<file path="src/rtl/serial_subtractor.sv">
// Bit-serial subtractor: {bout,diff} = a - b - bin, one bit per clock, LSB first,
// using a single full-subtractor cell, a registered borrow and a start/busy/done handshake.
module serial_subtractor #(
    parameter int WIDTH = 4
) (
    input  logic             clk,
    input  logic             rst_n,
    input  logic             start,
    input  logic [WIDTH-1:0] a,
    input  logic [WIDTH-1:0] b,
    input  logic             bin,
    output logic             busy,
    output logic             done,
    output logic [WIDTH-1:0] diff,
    output logic             bout,
    output logic             zero
);

    localparam int CW = (WIDTH > 1) ? $clog2(WIDTH) : 1;
    localparam logic [CW-1:0] LAST = CW'(WIDTH - 1);

    typedef enum logic [1:0] {
        IDLE = 2'd0,
        RUN  = 2'd1,
        DONE = 2'd2
    } state_t;

    state_t state, state_next;

    logic [WIDTH-1:0] a_sr, b_sr, res_sr;
    logic             borrow;
    logic [CW-1:0]    count;

    logic             d_bit;
    logic             borrow_next;
    logic [WIDTH-1:0] res_full;

    // Full-subtractor cell on the current LSBs of the operand shift registers.
    assign d_bit       = a_sr[0] ^ b_sr[0] ^ borrow;
    assign borrow_next = (~a_sr[0] & b_sr[0]) | (~(a_sr[0] ^ b_sr[0]) & borrow);
    assign res_full    = {d_bit, res_sr[WIDTH-1:1]};

    // NOTE: sequential state uses non-blocking assignments so every register
    // samples pre-edge values regardless of process ordering.
    always_ff @(posedge clk or negedge rst_n) begin
        if (!rst_n) state <= IDLE;
        else        state <= state_next;
    end

    // NOTE: the default assignment before the case keeps this block free of
    // inferred latches on every path.
    always_comb begin
        state_next = state;
        unique case (state)
            IDLE:    if (start) state_next = RUN;
            RUN:     if (count == LAST) state_next = DONE;
            DONE:    state_next = IDLE;
            default: state_next = IDLE;
        endcase
    end

    always_ff @(posedge clk or negedge rst_n) begin
        if (!rst_n) begin
            a_sr   <= '0;
            b_sr   <= '0;
            res_sr <= '0;
            borrow <= 1'b0;
            count  <= '0;
            diff   <= '0;
            bout   <= 1'b0;
            zero   <= 1'b0;
        end else begin
            unique case (state)
                IDLE: begin
                    if (start) begin
                        a_sr   <= a;
                        b_sr   <= b;
                        res_sr <= '0;
                        borrow <= bin;
                        count  <= '0;
                    end
                end
                RUN: begin
                    a_sr   <= a_sr >> 1;
                    b_sr   <= b_sr >> 1;
                    res_sr <= res_full;
                    borrow <= borrow_next;
                    if (count != LAST) begin
                        count <= count + CW'(1);
                    end else begin
                        // Last bit: publish the complete result in one step.
                        diff <= res_full;
                        bout <= borrow_next;
                        zero <= (res_full == '0);
                    end
                end
                default: ;
            endcase
        end
    end

    assign busy = (state != IDLE);
    assign done = (state == DONE);

endmodule
</file>
<file path="config.mk">
export PLATFORM = sky130hd
export DESIGN_NAME = serial_subtractor
export DESIGN_NICKNAME = d
export VERILOG_FILES = /design/src/rtl/serial_subtractor.sv
export SDC_FILE = /design/constraint.sdc
export NUM_CORES = 1
export LEC_CHECK = 0
export CORE_UTILIZATION = 50
export CTS_BUF_LIST = sky130_fd_sc_hd__clkbuf_8 sky130_fd_sc_hd__clkbuf_16
export DETAILED_ROUTE_END_ITERATION = 16
export PLACE_DENSITY_LB_ADDON = 0.12
export SETUP_SLACK_MARGIN = 0.1
export SLEW_MARGIN = 25
export SYNTH_ARGS = -nofsm -noshare
export SYNTH_HDL_FRONTEND = slang
export SYNTH_SLANG_ARGS = --single-unit
</file>
<file path="constraint.sdc">
create_clock -name clk -period 1.6 [get_ports clk]
set_input_delay 0.24 -clock clk [delete_from_list [all_inputs] [get_ports clk]]
set_output_delay 0.24 -clock clk [all_outputs]
set_load 0.05 [all_outputs]
</file>
# After elaboration in Yosys (flattened, before gate mapping)

Cells that the tools add are included.
W data, S select, Z words.

Flip-flop bits (word level): 23
Input bits: 12
Output and inout port bits: 8
Logic and storage cells: 47

$add $sub $neg: 1
Eq/ne operators: 7
Multiplexer cells: 14
Bitwise logic cells: 8
Reduce and logical (&&, ||, !) cells: 8

Operators by type and width:

| cell                  | count |
|---|---|
| $pmux W4 S2           | 3 |
| $mux W4               | 3 |
| $mux W2               | 4 |
| $ne A2 B2 Y1 const B  | 4 |
| $pmux W2 S2           | 2 |
| $reduce_and A2 Y1     | 3 |
| $eq A2 B2 Y1 const B  | 2 |
| $logic_not A4 Y1      | 1 |
| $reduce_bool A2 Y1    | 2 |
| $not A1 Y1            | 3 |
| $reduce_and A3 Y1     | 1 |
| $add A2 B1 Y2 const B | 1 |
| $and A1 B1 Y1         | 2 |
| $eq A2 B1 Y1 const B  | 1 |
| $logic_not A2 Y1      | 1 |
| $pmux W1 S2           | 1 |
| $xor A1 B1 Y1         | 2 |
| $mux W1               | 1 |
| $or A1 B1 Y1          | 1 |

# Logic depth before layout (Yosys ltp)

Word-level depth: 5
Mapped depth: 4
Mapped depth without buffers: 4

# Worst setup path before layout

No wires, ideal clock.

Path kind: reg-to-output
Start point: register state[1]
End point: output port done
Arrival: 1365 ps
Required time: 1360 ps
Slack: -5 ps
Cell stages (with the launch flop): 4
Cell sequence: dfrtp_1 > buf_6 > buf_2 > nor2b_1

Cells in the longest elaborated chain, start to end: 1

RTL lines:

| item                   | line | RTL |
|---|---|---|
| from (decl)            | 28   | `state_t state, state_next;` |
| from (signal assigned) | 47   | `else state <= state_next;` |
| $eq A2 B2 Y1           | 103  | `assign done = (state == DONE);` |
| to (decl)              | 13   | `output logic done,` |

Every way passes these cells.

# Worst setup path in the final report

Start point: register a_sr[0]
End point: register zero

Cells in the longest elaborated chain, start to end: 3

RTL lines:

| item                        | line | RTL |
|---|---|---|
| from (decl)                 | 30   | `logic [WIDTH-1:0] a_sr, b_sr, res_sr;` |
| from (signal assigned)      | 84   | `a_sr <= a_sr >> 1;` |
| $xor A1 B1 Y1 (2 in series) | 39   | `assign d_bit = a_sr[0] ^ b_sr[0] ^ borrow;` |
| net d_bit                   | 34   | `logic d_bit;` |
| $logic_not A4 Y1            | 94   | `zero <= (res_full == '0);` |
| to (signal assigned)        | 94   |  |
| to (decl)                   | 16   | `output logic zero` |

The timed path passes the listed nets, and every way through them passes these cells.
A chain may end at the register's enable or synchronous reset.

==> out/metrics.csv <==
stage,metric,value,unit
outcome,outcome,"finished, final reports clean",
global_route,grt_pass1_vias,761,
clock_tree,h-tree-depth,1,
synth,synth_edf_count,0,
clock_tree,tritoncts,yes,
synth,synth_xor_area_frac,0,
critical_path,cp-end-kind,flip-flop,
placement,place_congestion,0.747,
global_route,grt_pass1_wl,3490,um
critical_path,cp_cell_sequence,fa_1 > nor4_1 > mux2_1,
synth,ys_types,30,
synth,synth_top_family_by_area,simple AND/OR/NAND/NOR gates,
synth,synthMuxAreaShare,0.0608,
critical_path,worstReg2RegEnd,zero,
route,dr_total_vias,773,
floorplan,start_util,0.544,
clock_tree,holdBufCountCts,0,
synth,ys_ff_latch,22,
critical_path,r2r_cells,3,
synth,synth_top_cell_area_share,0.505,
layout,syn2layout_area_growth,27.1,%
synth,yosysMostFrequentCell,dfrtp_1,
critical_path,cp-start-kind,flip-flop,
sta,maxSlewViolCount,0,
layout,layout-drive-gt1-share,0.270,
route,wire_per_inst,15.2,um
power_and_ir_drop,p_leak,0.668,nW
synth,ys_seq_area_frac,0.505,
layout,finalNetCount,127,
power_and_ir_drop,peakVddDrop,1.24,mV
critical_path,slowest_stage,fa_1,
sta,finalHoldViolCount,0,
floorplan,io_pins,20,
sta,holdWs,0.329,ns
synth,synth_fa_ha_area_frac,0.0299,
floorplan,die_x,48.7,um
synth,synth_area_per_cell,12.7,um^2
sta,tightest_slew,0.349,ns
synth,netlist_instances,86,
floorplan,die_area,2370,um^2
clock_tree,insertion_delay,0.26,ns
synth,synth.largest_area_cell,dfrtp_1,
layout,final_area,1390,um^2
floorplan,num_rows,16,
synth,synth_flop_cell,dfrtp_1,
clock_tree,clockBufferDepth,2,
critical_path,cp.arrival,1.60,ns
floorplan,die_y,48.7,um
global_route,grt_max_degree,23,
synth,synthesis.nets,100,
sta,clock.fmax,687,MHz
global_route,antenna_found_initial,0,
sta,tns,0,ns
clock_tree,clock-sinks,22,
route,postRouteWirelength,2100,um
placement,port_buffers,19,
synth,synth.area.top_cells,"dfrtp_1 51%, mux2_1 5.2%, nor4b_1 4.0%",
critical_path,crit_path_max_fanout,3,
route,avgViaCountPerCell,5.60,
critical_path,cpPeakStageDelay,0.60,ns
global_route,grt-ovfl-total,0,
placement,place_area,1330,um^2
sta,skew,0.00335,ns
clock_tree,cts_buffers,3,
critical_path,criticalPathCategory,flip-flop to flip-flop,
placement,pre_cts_slack,0.106,ns
sta,setup_ws,0.144,ns
flow_run,drv_cap,0,
placement,post-dp-hpwl,1520,um
synth,synth_compound_area_frac,0.140,
sta,period_needed,1.46,ns
critical_path,ff2ff_setup_slack,0.14,ns
route,drc_errors,0,
global_route,grt_usage,0.196,
clock_tree,cts.clk_slew.worst_paths,0.07,ns
synth,yosysWarnings,0,
sta,period_share,0.910,
critical_path,r2r_start,a_sr[0],
clock_tree,cts_root_buf,clkbuf_8,
route,first_iter_violations,14,
layout,fill_cells,166,
route,drt_pass1_iterations,6,
route,final_antenna_net_count,0,
sta,finalSetupViolations,0,
synth,synth_simple_gate_area_frac,0.186,
sta,relSlewSlack,0.764,
critical_path,crit_required,1.74,ns
floorplan,fp.coreArea,2000,um^2
sta,grt_setup_unrepaired,yes,
synth,synth_area,1090,um^2
power_and_ir_drop,power_per_cell_area,2120,nW/um^2
synth,synth.top_cells.by_count,"22 x dfrtp_1, 10 x inv_1",
synth,synth_async_sr_flop_share,1.00,
layout,antenna_cells,0,
hold_path,hold_path.class,input port to asynchronous set/reset pin,
## kinds of logic after synthesis
group,after synthesis
AOI/OAI and AO/OA,16
adders and majority gates,2
DFF,22
buffers and inverters,16
muxes,6
and+or+nand+nor,24
## state kept, by name, summed over array words and instances (netlist names)
register / flops
a_sr: 4
b_sr: 4
borrow: 1
bout: 1
count: 2
diff: 4
res_sr: 3
state: 2
zero: 1
## layout by cell type, fill, tap and decap left out, types with 2 or more instances in the layout
cell and instances:
dfrtp_1 20, buf_4 15, clkdlybuf4s50_1 11, inv_1 10, nor4b_1 5, nor3b_1 5, a211oi_1 5, mux2_1 5
clkbuf_8 3, a22o_2 2, nand2b_1 2, and3_1 2, a211o_1 2, a32o_1 2, nor2b_1 2, buf_12 2
dfrtp_2 2
## critical path, delay by kind of cell (launching register included)
family                   cells  cell delay (ns)
multiplexers                 1             0.28
AND/OR/NAND/NOR              1             0.06
adder cells (fa/ha/maj)      1             0.60
flip-flops                   1             0.40
## power by group
part           switching, mW  total, mW  internal, mW
registers              0.187       1.01         0.821
clock network          0.164      0.331         0.168
logic                  0.862       1.59         0.732
total                   1.21       2.93          1.72
## per-stage QoR
| stage | total power, mW | util | std cells |
|---|---|---|---|
| after floorplan | 2.11 | - | 86 |
| after global placement | 2.49 | 0.663 | 133 |
| after CTS | 2.90 | 0.684 | 136 |
| final | 2.93 | 0.692 | 138 |
| after global routing | 3.11 | 0.692 | 138 |
| after detailed placement | 2.56 | 0.663 | 133 |
## cell type report
type                       count  area [um^2]  share of cell area
sequential                    22          553               0.399
timing repair buffer          28          263               0.190
clock buffer                   3         41.3              0.0298
tap                           27         33.8              0.0244
inverter                      10         37.5              0.0271
multi-input combinational     48          457               0.330
## how the worst max path moves through the flow
stage,cells after the start,from,to
4_1_cts,2,state[1],done
6_report,3,a_sr[0],zero
5_1_grt,3,state[1],busy
2_1_floorplan,3,a_sr[0],zero
3_5_place_dp,4,start,a_sr[1]
3_3_place_gp,3,start,count[1]
## routing by layer
metal / up-vias / track usage / part of all wire
met5: - / 0 / 0
met4: 0 / 0.103 / 0.035
met3: 6 / 0.0189 / 0.031
met2: 19 / 0.340 / 0.52
met1: 386 / 0.240 / 0.41
li1: 362 / - / -
## timing repair
action                                  CTS  global route
endpoints found under the setup margin    1             2
cloned                                    0             0
buffers inserted                          0             2
resized for setup                         1             1
No activity file was read; power rests on OpenSTA's default activity.
